[config.mk]
export PLATFORM = sky130hd
export DESIGN_NAME = plru_victim_sel_flat
export DESIGN_NICKNAME = d
export VERILOG_FILES = /design/src/rtl/plru_victim_sel_if.sv /design/src/rtl/plru_victim_sel.sv /design/src/flat_wrapper.sv
export SDC_FILE = /design/constraint.sdc
export NUM_CORES = 1
export LEC_CHECK = 0
export ABC_AREA = 0
export CAP_MARGIN = 0
export CORE_MARGIN = 3
export CORE_UTILIZATION = 31
export CTS_CLUSTER_SIZE = 28
export DETAILED_ROUTE_END_ITERATION = 7
export PLACE_DENSITY_LB_ADDON = 0.2
export RECOVER_POWER = 25
export SYNTH_ARGS = -nofsm -noshare
export SYNTH_HDL_FRONTEND = slang
export SYNTH_SLANG_ARGS = --single-unit
[constraint.sdc]
create_clock -name clk_i -period 5.5 [get_ports clk_i]
set_clock_uncertainty 0.2 [all_clocks]
set_input_delay 1.1 -clock clk_i [delete_from_list [all_inputs] [get_ports clk_i]]
set_output_delay 1.1 -clock clk_i [all_outputs]
set_load 0.01 [all_outputs]
[src/rtl/plru_victim_sel_if.sv]
// Bus bundle for plru_victim_sel: touch/flush inputs plus the victim request/response handshake.
// The cache side drives through the master modport; the PLRU store is the slave.
interface plru_victim_sel_if #(
  parameter int unsigned SIndex = 4
) ();
  logic              touch_valid;
  logic [SIndex-1:0] touch_set;
  logic [3:0]        touch_way;
  logic              flush;
  logic              req_valid;
  logic              req_ready;
  logic [SIndex-1:0] req_set;
  logic [15:0]       valid_mask;
  logic              rsp_valid;
  logic              rsp_ready;
  logic [3:0]        rsp_way;

  modport master (
    output touch_valid, touch_set, touch_way, flush,
    output req_valid, req_set, valid_mask, rsp_ready,
    input  req_ready, rsp_valid, rsp_way
  );

  modport slave (
    input  touch_valid, touch_set, touch_way, flush,
    input  req_valid, req_set, valid_mask, rsp_ready,
    output req_ready, rsp_valid, rsp_way
  );
endinterface

[src/rtl/plru_victim_sel.sv]
// Per-set 16-way tree-PLRU store with a registered victim-select response.
// Optional PLRU_INVALID_FIRST_EN: prefer the lowest invalid way over the tree walk.
module plru_victim_sel #(
  parameter int unsigned SIndex = 4
) (
  input  logic              clk_i,
  input  logic              rst_ni,
  plru_victim_sel_if.slave  bus
);
  localparam int unsigned NumSets = 1 << SIndex;

  typedef enum logic [0:0] {StIdle, StHold} state_e;

  state_e      state_q;
  logic [3:0]  rsp_way_q;
  logic [14:0] tree_q [NumSets];
  logic [14:0] tree_d [NumSets];
  logic [14:0] req_tree;
  logic [3:0]  victim;
  logic        accept;

  // Node n has children 2n+1 (lower half) and 2n+2 (upper half).
  function automatic logic [14:0] apply_touch(logic [14:0] tree, logic [3:0] way);
    logic [3:0] node;
    node = '0;
    for (int k = 0; k < 4; k++) begin
      tree[node] = ~way[3-k];
      node = {node[2:0], 1'b0} + 4'd1 + {3'b000, way[3-k]};
    end
    return tree;
  endfunction

  function automatic logic [3:0] walk_tree(logic [14:0] tree);
    logic [3:0] node;
    logic [3:0] way;
    node = '0;
    way  = '0;
    for (int k = 0; k < 4; k++) begin
      way[3-k] = tree[node];
      node = {node[2:0], 1'b0} + 4'd1 + {3'b000, tree[node]};
    end
    return way;
  endfunction

`ifdef PLRU_INVALID_FIRST_EN
  function automatic logic [3:0] lowest_invalid(logic [15:0] mask);
    logic [3:0] way;
    way = '0;
    for (int i = 15; i >= 0; i--) begin
      if (!mask[i]) way = 4'(i);
    end
    return way;
  endfunction
`endif

  always_comb begin
    for (int s = 0; s < NumSets; s++) tree_d[s] = tree_q[s];
    if (bus.flush) begin
      for (int s = 0; s < NumSets; s++) tree_d[s] = '0;
    end else if (bus.touch_valid) begin
      tree_d[bus.touch_set] = apply_touch(tree_q[bus.touch_set], bus.touch_way);
    end
  end

  // Reading the next-state tree gives the same-cycle touch/flush bypass for free.
  assign req_tree = tree_d[bus.req_set];

`ifdef PLRU_INVALID_FIRST_EN
  assign victim = (bus.valid_mask != 16'hFFFF) ? lowest_invalid(bus.valid_mask)
                                               : walk_tree(req_tree);
`else
  logic unused_valid_mask;
  assign unused_valid_mask = ^bus.valid_mask;
  assign victim = walk_tree(req_tree);
`endif

  assign bus.req_ready = (state_q == StIdle) || bus.rsp_ready;
  assign bus.rsp_valid = (state_q == StHold);
  assign bus.rsp_way   = rsp_way_q;
  assign accept        = bus.req_valid && bus.req_ready;

  always_ff @(posedge clk_i or negedge rst_ni) begin
    if (!rst_ni) begin
      for (int s = 0; s < NumSets; s++) tree_q[s] <= '0;
    end else begin
      for (int s = 0; s < NumSets; s++) tree_q[s] <= tree_d[s];
    end
  end

  always_ff @(posedge clk_i or negedge rst_ni) begin
    if (!rst_ni) begin
      state_q   <= StIdle;
      rsp_way_q <= '0;
    end else begin
      unique case (state_q)
        StIdle: begin
          if (accept) begin
            state_q   <= StHold;
            rsp_way_q <= victim;
          end
        end
        StHold: begin
          if (accept) begin
            rsp_way_q <= victim;
          end else if (bus.rsp_ready) begin
            state_q <= StIdle;
          end
        end
        default: state_q <= StIdle;
      endcase
    end
  end
endmodule

[src/flat_wrapper.sv]
// flat-port wrapper written by rule: the top's interface ports become plain ports
module plru_victim_sel_flat 
#(
  parameter int unsigned SIndex = 4
)
  (clk_i, rst_ni, bus_touch_valid, bus_touch_set, bus_touch_way, bus_flush, bus_req_valid, bus_req_set, bus_valid_mask, bus_rsp_ready, bus_req_ready, bus_rsp_valid, bus_rsp_way);
  plru_victim_sel_if #(.SIndex(SIndex)) bus_i ();
  input  logic clk_i;
  input  logic rst_ni;
  input wire logic [$bits(bus_i.touch_valid)-1:0] bus_touch_valid;
  input wire logic [$bits(bus_i.touch_set)-1:0] bus_touch_set;
  input wire logic [$bits(bus_i.touch_way)-1:0] bus_touch_way;
  input wire logic [$bits(bus_i.flush)-1:0] bus_flush;
  input wire logic [$bits(bus_i.req_valid)-1:0] bus_req_valid;
  input wire logic [$bits(bus_i.req_set)-1:0] bus_req_set;
  input wire logic [$bits(bus_i.valid_mask)-1:0] bus_valid_mask;
  input wire logic [$bits(bus_i.rsp_ready)-1:0] bus_rsp_ready;
  output wire logic [$bits(bus_i.req_ready)-1:0] bus_req_ready;
  output wire logic [$bits(bus_i.rsp_valid)-1:0] bus_rsp_valid;
  output wire logic [$bits(bus_i.rsp_way)-1:0] bus_rsp_way;
  assign bus_i.touch_valid = bus_touch_valid;
  assign bus_i.touch_set = bus_touch_set;
  assign bus_i.touch_way = bus_touch_way;
  assign bus_i.flush = bus_flush;
  assign bus_i.req_valid = bus_req_valid;
  assign bus_i.req_set = bus_req_set;
  assign bus_i.valid_mask = bus_valid_mask;
  assign bus_i.rsp_ready = bus_rsp_ready;
  assign bus_req_ready = bus_i.req_ready;
  assign bus_rsp_valid = bus_i.rsp_valid;
  assign bus_rsp_way = bus_i.rsp_way;
  plru_victim_sel #(.SIndex(SIndex)) u_core (.clk_i(clk_i), .rst_ni(rst_ni), .bus(bus_i));
endmodule
== Word level (Yosys, flattened, before mapping) ==
Cells that the tools add are included.

* Flip-flop bits (word level): 245
* Output and inout bits: 6
* Word-level logic and storage cells: 84

* $add $sub $neg: 10
* $lt $le $gt $ge: 12
* Mux-type cells: 31
* Bitwise operators: 7
* Reductions and logical operators: 6

{| class="wikitable"
|+ Operators by type and width
! operator !! number
|-
| $mux W240 || 2
|-
| $bwmux W240 || 1
|-
| $bmux W15 S4 || 2
|-
| $mux W15 || 5
|-
| $demux W15 S4 || 1
|-
| $bwmux W15 || 3
|-
| $lt A4 B5 Y1 const B || 6
|-
| $add A4 B1 Y4 || 4
|-
| $add A4 B1 Y4 const B || 4
|-
| $bmux W1 S4 || 3
|-
| $demux W1 S4 || 3
|-
| $ge A4 B1 Y1 const B || 3
|-
| $ge A5 B5 Y1 const B || 2
|-
| $not A4 Y5 || 2
|-
| $mux W1 || 9
|-
| $logic_and A1 B1 Y1 || 5
|-
| $lt A5 B1 Y1 const B || 1
|-
| $not A1 Y1 || 5
|-
| $add A1 B1 Y2 const A || 2
|-
| $mux W4 || 1
|-
| $pmux W1 S2 || 1
|-
| $logic_or A1 B1 Y1 || 1
|}

== Logic depth before layout (Yosys ltp) ==
* Word-level depth: 26
* Depth in mapped cells: 23
* Gate-level depth less buffers: 20

== Worst setup path before layout ==
OpenSTA, ideal clock, no wires.

* Kind: input to register
* Start: input port bus_touch_way[3]
* End: register u_core.rsp_way_q[0] (netlist: u_core.bus.rsp_way[0])
* Library setup time: 0.104 ns
* Arrival time: 5.191 ns
* Data required time: 5.196 ns
* Slack: 0.005 ns
* Stages on the path: 21
* Path buffers: 1
* Cells stage by stage: inv_1 ha_1 clkbuf_1 and3b_1 o21ai_0 o21ai_1 a2111oi_4 o221ai_1 o311a_1 and2_1 a311oi_1 nand3b_1 inv_1 ha_1 a221oi_1 nand3_1 nor4_1 nand4_1 a21bo_2 o221ai_1 o311ai_1

* Longest elaborated chain between the ends: 26
* Elaborated cells on any way between the ends: 42

{| class="wikitable"
|+ RTL lines
! item !! line !! source
|-
| from (decl) || flat_wrapper.sv:12 || <nowiki>input wire logic [$bits(bus_i.touch_way)-1:0] bus_touch_way;</nowiki>
|-
| $add A1 B1 Y2 || plru_victim_sel.sv:28 || <nowiki>node = {node[2:0], 1'b0} + 4'd1 + {3'b000, way[3-k]};</nowiki>
|-
| $add A4 B1 Y4 (4 in series) || plru_victim_sel.sv:28 ||
|-
| $lt A4 B5 Y1 (implied by the code) or $ge A4 B1 Y1 (tied branches) || plru_victim_sel.sv:27 || <nowiki>tree[node] = ~way[3-k];</nowiki>
|-
| $logic_and A1 B1 Y1 (implied by the code) || plru_victim_sel.sv:27 ||
|-
| $mux W1 (implied by the code) || plru_victim_sel.sv:27 ||
|-
| $demux W1 S4 || -- ||
|-
| $bwmux W15 (*) || plru_victim_sel.sv:27 ||
|-
| $bwmux W240 (*) || plru_victim_sel.sv:61 || <nowiki>tree_d[bus.touch_set] = apply_touch(tree_q[bus.touch_set], bus.touch_way);</nowiki>
|-
| [... 8 more ...] || -- ||
|-
| $add A4 B1 Y4 || plru_victim_sel.sv:40 || <nowiki>node = {node[2:0], 1'b0} + 4'd1 + {3'b000, tree[node]};</nowiki>
|-
| $bmux W1 S4 (*) || -- ||
|-
| $mux W1 (*) || -- ||
|-
| via u_core.victim[1] || plru_victim_sel.sv:19 || <nowiki>logic [3:0] victim;</nowiki>
|-
| $add A4 B1 Y4 (*) || plru_victim_sel.sv:40 ||
|-
| $bmux W1 S4 (*) || plru_victim_sel.sv:39 || <nowiki>way[3-k] = tree[node];</nowiki>
|-
| $mux W1 (implied by the code) (*) || plru_victim_sel.sv:39 ||
|-
| $mux W4 (*) || plru_victim_sel.sv:97, plru_victim_sel.sv:103 ||
|-
| to (signal assigned) || plru_victim_sel.sv:99 || <nowiki>rsp_way_q <= victim;</nowiki>
|-
| to (signal assigned) || plru_victim_sel.sv:104 || <nowiki>rsp_way_q <= victim;</nowiki>
|-
| to (decl) || plru_victim_sel.sv:15 || <nowiki>logic [3:0] rsp_way_q;</nowiki>
|}

Mark *: on every way through the listed nets, which the timed path passes. The rest lies on a longest branch. The select of a mux whose other input is x is not followed.
A chain may end at the register's enable or synchronous reset.

== Worst setup path after layout ==
* Start: input port bus_touch_valid
* End: register u_core.rsp_way_q[0] (netlist: u_core.bus.rsp_way[0])

* Longest elaborated chain between the ends: 15
* Elaborated cells on any way between the ends: 17

{| class="wikitable"
|+ RTL lines
! item !! line !! source
|-
| from (decl) || flat_wrapper.sv:10 || <nowiki>input wire logic [$bits(bus_i.touch_valid)-1:0] bus_touch_valid;</nowiki>
|-
| $mux W240 (*) || plru_victim_sel.sv:60 || <nowiki>end else if (bus.touch_valid) begin</nowiki>
|-
| $mux W240 (*) || plru_victim_sel.sv:58 || <nowiki>if (bus.flush) begin</nowiki>
|-
| $bmux W15 S4 (*) || plru_victim_sel.sv:66 || <nowiki>assign req_tree = tree_d[bus.req_set];</nowiki>
|-
| $mux W15 (implied by the code) (*) (2 in series) || plru_victim_sel.sv:66 ||
|-
| $add A1 B1 Y2 || plru_victim_sel.sv:40 ||
|-
| $bmux W1 S4 || plru_victim_sel.sv:40 ||
|-
| $mux W1 (implied by the code) || plru_victim_sel.sv:40 ||
|-
| $add A4 B1 Y4 || plru_victim_sel.sv:40 ||
|-
| $bmux W1 S4 (*) || -- ||
|-
| $mux W1 (*) || -- ||
|-
| via u_core.victim[1] || plru_victim_sel.sv:19 ||
|-
| $add A4 B1 Y4 (*) || plru_victim_sel.sv:40 ||
|-
| $bmux W1 S4 (*) || plru_victim_sel.sv:39 ||
|-
| $mux W1 (implied by the code) (*) || plru_victim_sel.sv:39 ||
|-
| $mux W4 (*) || plru_victim_sel.sv:97, plru_victim_sel.sv:103 ||
|}

Marks and branches as above.

==> summary.txt <==
Floorplanning
  • # rows: 83
  • Vert. Die Dim: 235.2 um
  • Chip width: 235.2 um
  • Ports: 40
  • Core Area: between 50000 and 60000 sq um
  • DIE AREA: 55340 sq um
  • Starting Density: 31.56%

Clocking
  • H-tree lvl count: 1
  • CTS buffer count: 31
  • Root Buffer: clkbuf_16
  • CTS Buffer Depth: 3
  • Clock slew at reported path FFs: 70 ps
  • Clk_lat worst skew: 600 ps
  • CTS Hold Buffers Added: 0
  • Clk sinks: 245
  • CTS tree: yes

Routing
  • DR vias: 17.25k
  • Vias per inst: 5.996
  • Wirelength per Cell: 28.62 um
  • Drt first-iter violations: 2139
  • Wirelength, routed: 82.35 mm
  • DRT Pass-1 Iters: 5
  • Antenna viol nets, final: 0
  • Residual DRC: 0

Worst hold path
  • Worst Hold Depth: 2
  • Hold Path Class: register to register

Final layout
  • Most common cell after layout, fill and taps aside: buf_4
  • Final nets: 2214
  • Syn-to-layout area delta: 31.88%
  • Share of cells above drive strength 1: 30.87%
  • Final Instance Area: 21480 sq um
  • Most frequent cells in the layout: 427 x buf_4, 245 x dfrtp_1, 230 x nor2_1

Place
  • Placed standard-cell area: slightly above 20000 sq um
  • Gpl congestion: just under 1
  • DP HPWL: 61.08 mm
  • Worst slack at placement: -780.6 ps
  • IO buf count: 23

Synth
  • Post-synth EDFFs: 0
  • Avg Cell Area, Syn: 8.897 sq um
  • Mapped Cells: 1831
  • Synthesized flop and latch total: around 250
  • Main flop type after synthesis: dfrtp_1
  • Syn Nets: 1872
  • Yosys cell types: 114
  • Sequential area share after synthesis: 37.63%
  • Yosys warnings: 0
  • Fraction of registers with async set or reset after synthesis: 100.0%
  • Mapped Area: 16290 sq um

Critical path
  • CP Capture Type: register
  • Worst stage delay on the critical path: 550 ps
  • Reg2reg setup slack: 890 ps
  • CP Max Fanout: 10
  • Most common cell on crit path: buf_4
  • Reg2Reg Depth: 19
  • CP max-delay cell: clkdlybuf4s50_1
  • Crit path from: bus_touch_valid
  • Setup crit start kind: input port
  • Critical R2R Capture: u_core.bus.rsp_way[0]$_DFFE_PN0P_
  • Worst EP required: slightly below 6000 ps
  • CP Class: input port to register
  • WP data arrival: ~5700 ps
  • Critical-path cell list: clkdlybuf4s50_1 -> buf_4 -> nand3b_1 -> buf_4 -> nor2_2 -> buf_4 -> o21ai_0 -> o221ai_1 -> o311a_1 -> buf_4 -> and4_4 -> nand2_1 -> nand3b_1 -> inv_1 -> ha_4 -> a221oi_2 -> nand3_1 -> nor4_2 -> nand4_1 -> a21bo_2 -> o221ai_1 -> o311ai_1
  • Worst setup path endpoint: u_core.bus.rsp_way[0]$_DFFE_PN0P_
  • FF-to-FF Start: u_core.tree_q[155]$_DFF_PN0_

STA
  • Fmax achieved: between 0.15 and 0.2 GHz
  • Setup WS post-layout: between 100 and 150 ps
  • Crit share post-route: 97.79%
  • Final Hold Viols: 0
  • Final min period: between 5000 and 6000 ps
  • Worst-Margin Slew: between 3000 and 4000 ps
  • Final setup viols: 0
  • Max Slew Vio Count: 117
  • Fin Hold WS: 275.3 ps
  • Slew margin rel.: -104.3%

Power
  • Net switching power of the design: 1495 uW
  • Leak Pwr: 0.008932 uW
  • Worst vdd ir: 0.0002299 V
  • Switching share of power: 29.68%
  • Power share of the clock group: 43.3%
  • Sequential power share: 36.9%
  • Comb power frac: 19.8%
  • Cell Int Power: between 3000 and 4000 uW
  • PwrDens: 234.5 nW/um^2

GRT
  • GRT Util Overall: 28.77%
  • GRT overflow: 0
  • Antenna violations before repair: 0
  • Pin count of the biggest net entering global routing: 130
  • Number of global-route vias before repair: 16.75k
  • Global-route wire length before repair: roughly 120 mm

Outcome
  • Status: complete, but fails checks
  • Failing checks: max-capacitance violations, max-slew violations

Run
  • Max-Cap Viols: 1
worst max-delay path, delay by kind of cell:
family                   cells  cell delay (ps)
AND/OR/NAND/NOR              8             1440
AO/OA/AOI/OAI                7             1340
adder cells (fa/ha/maj)      1              250
buffers and inverters        6             1510
synth_stat cells, types with 9 or more instances:
| cell | number | area, sq um |
|---|---|---|
| dfrtp_1 | 245 | 6131 |
| nor2_1 | 243 | 912.1 |
| nand2_1 | 213 | 799.5 |
| a21oi_1 | 119 | 595.6 |
| a211oi_1 | 104 | 780.8 |
| clkbuf_1 | 100 | 375.4 |
| o21ai_0 | 79 | 395.4 |
| nand3_1 | 54 | 270.3 |
| mux4_2 | 45 | 1013 |
| and2_1 | 42 | 262.8 |
| nor3_1 | 41 | 205.2 |
| mux2i_1 | 36 | 360.4 |
| buf_2 | 30 | 150.1 |
| mux2_2 | 27 | 304.0 |
| a31oi_1 | 25 | 156.4 |
| o211ai_1 | 24 | 180.2 |
| nand2b_1 | 20 | 125.1 |
| o31ai_1 | 20 | 150.1 |
| nor2b_1 | 16 | 100.1 |
| o22ai_1 | 16 | 100.1 |
| buf_1 | 15 | 56.30 |
| o221ai_1 | 14 | 122.6 |
| inv_1 | 11 | 41.29 |
| nand4_1 | 11 | 68.82 |
| nor4_1 | 11 | 68.82 |
| and3_1 | 10 | 62.56 |
| buf_6 | 10 | 112.6 |
| o21a_1 | 9 | 67.56 |
| o21ai_1 | 9 | 45.04 |
| o41ai_1 | 9 | 78.83 |
per-layer routing:
| metal | share of wire (%) | up-vias | GRT usage, % |
|---|---|---|---|
| li1 | - | 7533 | - |
| met5 | 0 | - | 0 |
| met3 | 9.0 | 205 | 5.284 |
| met4 | 5.8 | 0 | 14.45 |
| met1 | 42 | 8550 | 39.33 |
| met2 | 44 | 962 | 43.73 |
flip-flops by register name, indices dropped and copies added, names as in the netlist:
register	cells
u_core.tree_q	240
u_core.bus.rsp_way	4
u_core.bus.rsp_valid	1
power by group through the flow:
stage | logic [uW] | registers, uW | clock network [uW]
final | 995 | 1860 | 2180
after global placement | 945 | 1890 | 0
after global routing | 1050 | 1860 | 2290
after detailed placement | 948 | 1890 | 0
after CTS | 959 | 1860 | 2210
after floorplan | 446 | 1890 | 0
per-stage QoR:
step | total power, uW | setup TNS (ps) | utilization, % | cells
after floorplan | 2333 | 0 | - | 1831
after global placement | 2835 | -780.2 | 39.13 | 2815
after detailed placement | 2840 | -780.6 | 39.13 | 2815
after CTS | 5029 | 0 | 41.30 | 2871
after global routing | 5203 | -33.74 | 41.62 | 2876
final | 5038 | 0 | 41.63 | 2877
worst min-delay path by stage:
stage	from	endpoint	slack (ps)
2_1_floorplan	u_core.tree_q[153]$_DFF_PN0_	u_core.tree_q[153]$_DFF_PN0_	270
3_3_place_gp	u_core.bus.rsp_way[2]$_DFFE_PN0P_	u_core.bus.rsp_way[2]$_DFFE_PN0P_	260
3_5_place_dp	u_core.bus.rsp_way[1]$_DFFE_PN0P_	u_core.bus.rsp_way[1]$_DFFE_PN0P_	270
4_1_cts	u_core.bus.rsp_way[2]$_DFFE_PN0P_	u_core.bus.rsp_way[2]$_DFFE_PN0P_	280
5_1_grt	u_core.bus.rsp_way[1]$_DFFE_PN0P_	u_core.bus.rsp_way[1]$_DFFE_PN0P_	320
6_report	u_core.bus.rsp_way[1]$_DFFE_PN0P_	u_core.bus.rsp_way[1]$_DFFE_PN0P_	280
layout make-up:
class                      instances  area, sq um
inverter                          13        48.80
tap                              680        850.8
timing repair buffer             475         3859
sequential                       245         6131
multi-input combinational       1407         9530
clock buffer                      41        853.3
fill                            5110        30130
clock inverter                    15        209.0
antenna                            1        2.502
kinds of logic after synthesis:
group / count (synthesis) / synth area share (%)
adders and majority gates: 7 / 0.5376
buffers and inverters: 179 / 5.284
AOI/OAI and AO/OA: 562 / 24.29
muxes: 121 / 11.44
xor gates and xnor gates: 3 / 0.1613
and+or+nand+nor: 714 / 20.65
DFF: 245 / 37.63
timing repair:
| action | 4_1_cts | 5_1_grt |
|---|---|---|
| cloned | 0 | 1 |
| endpoints found under the hold margin | 0 | 0 |
| buffers inserted | 0 | 4 |
| gates resized for setup | 11 | 33 |
| pin swaps | 4 | 10 |
| setup endpoints to repair | 1 | 1 |
No activity file was read; power rests on OpenSTA's default activity.
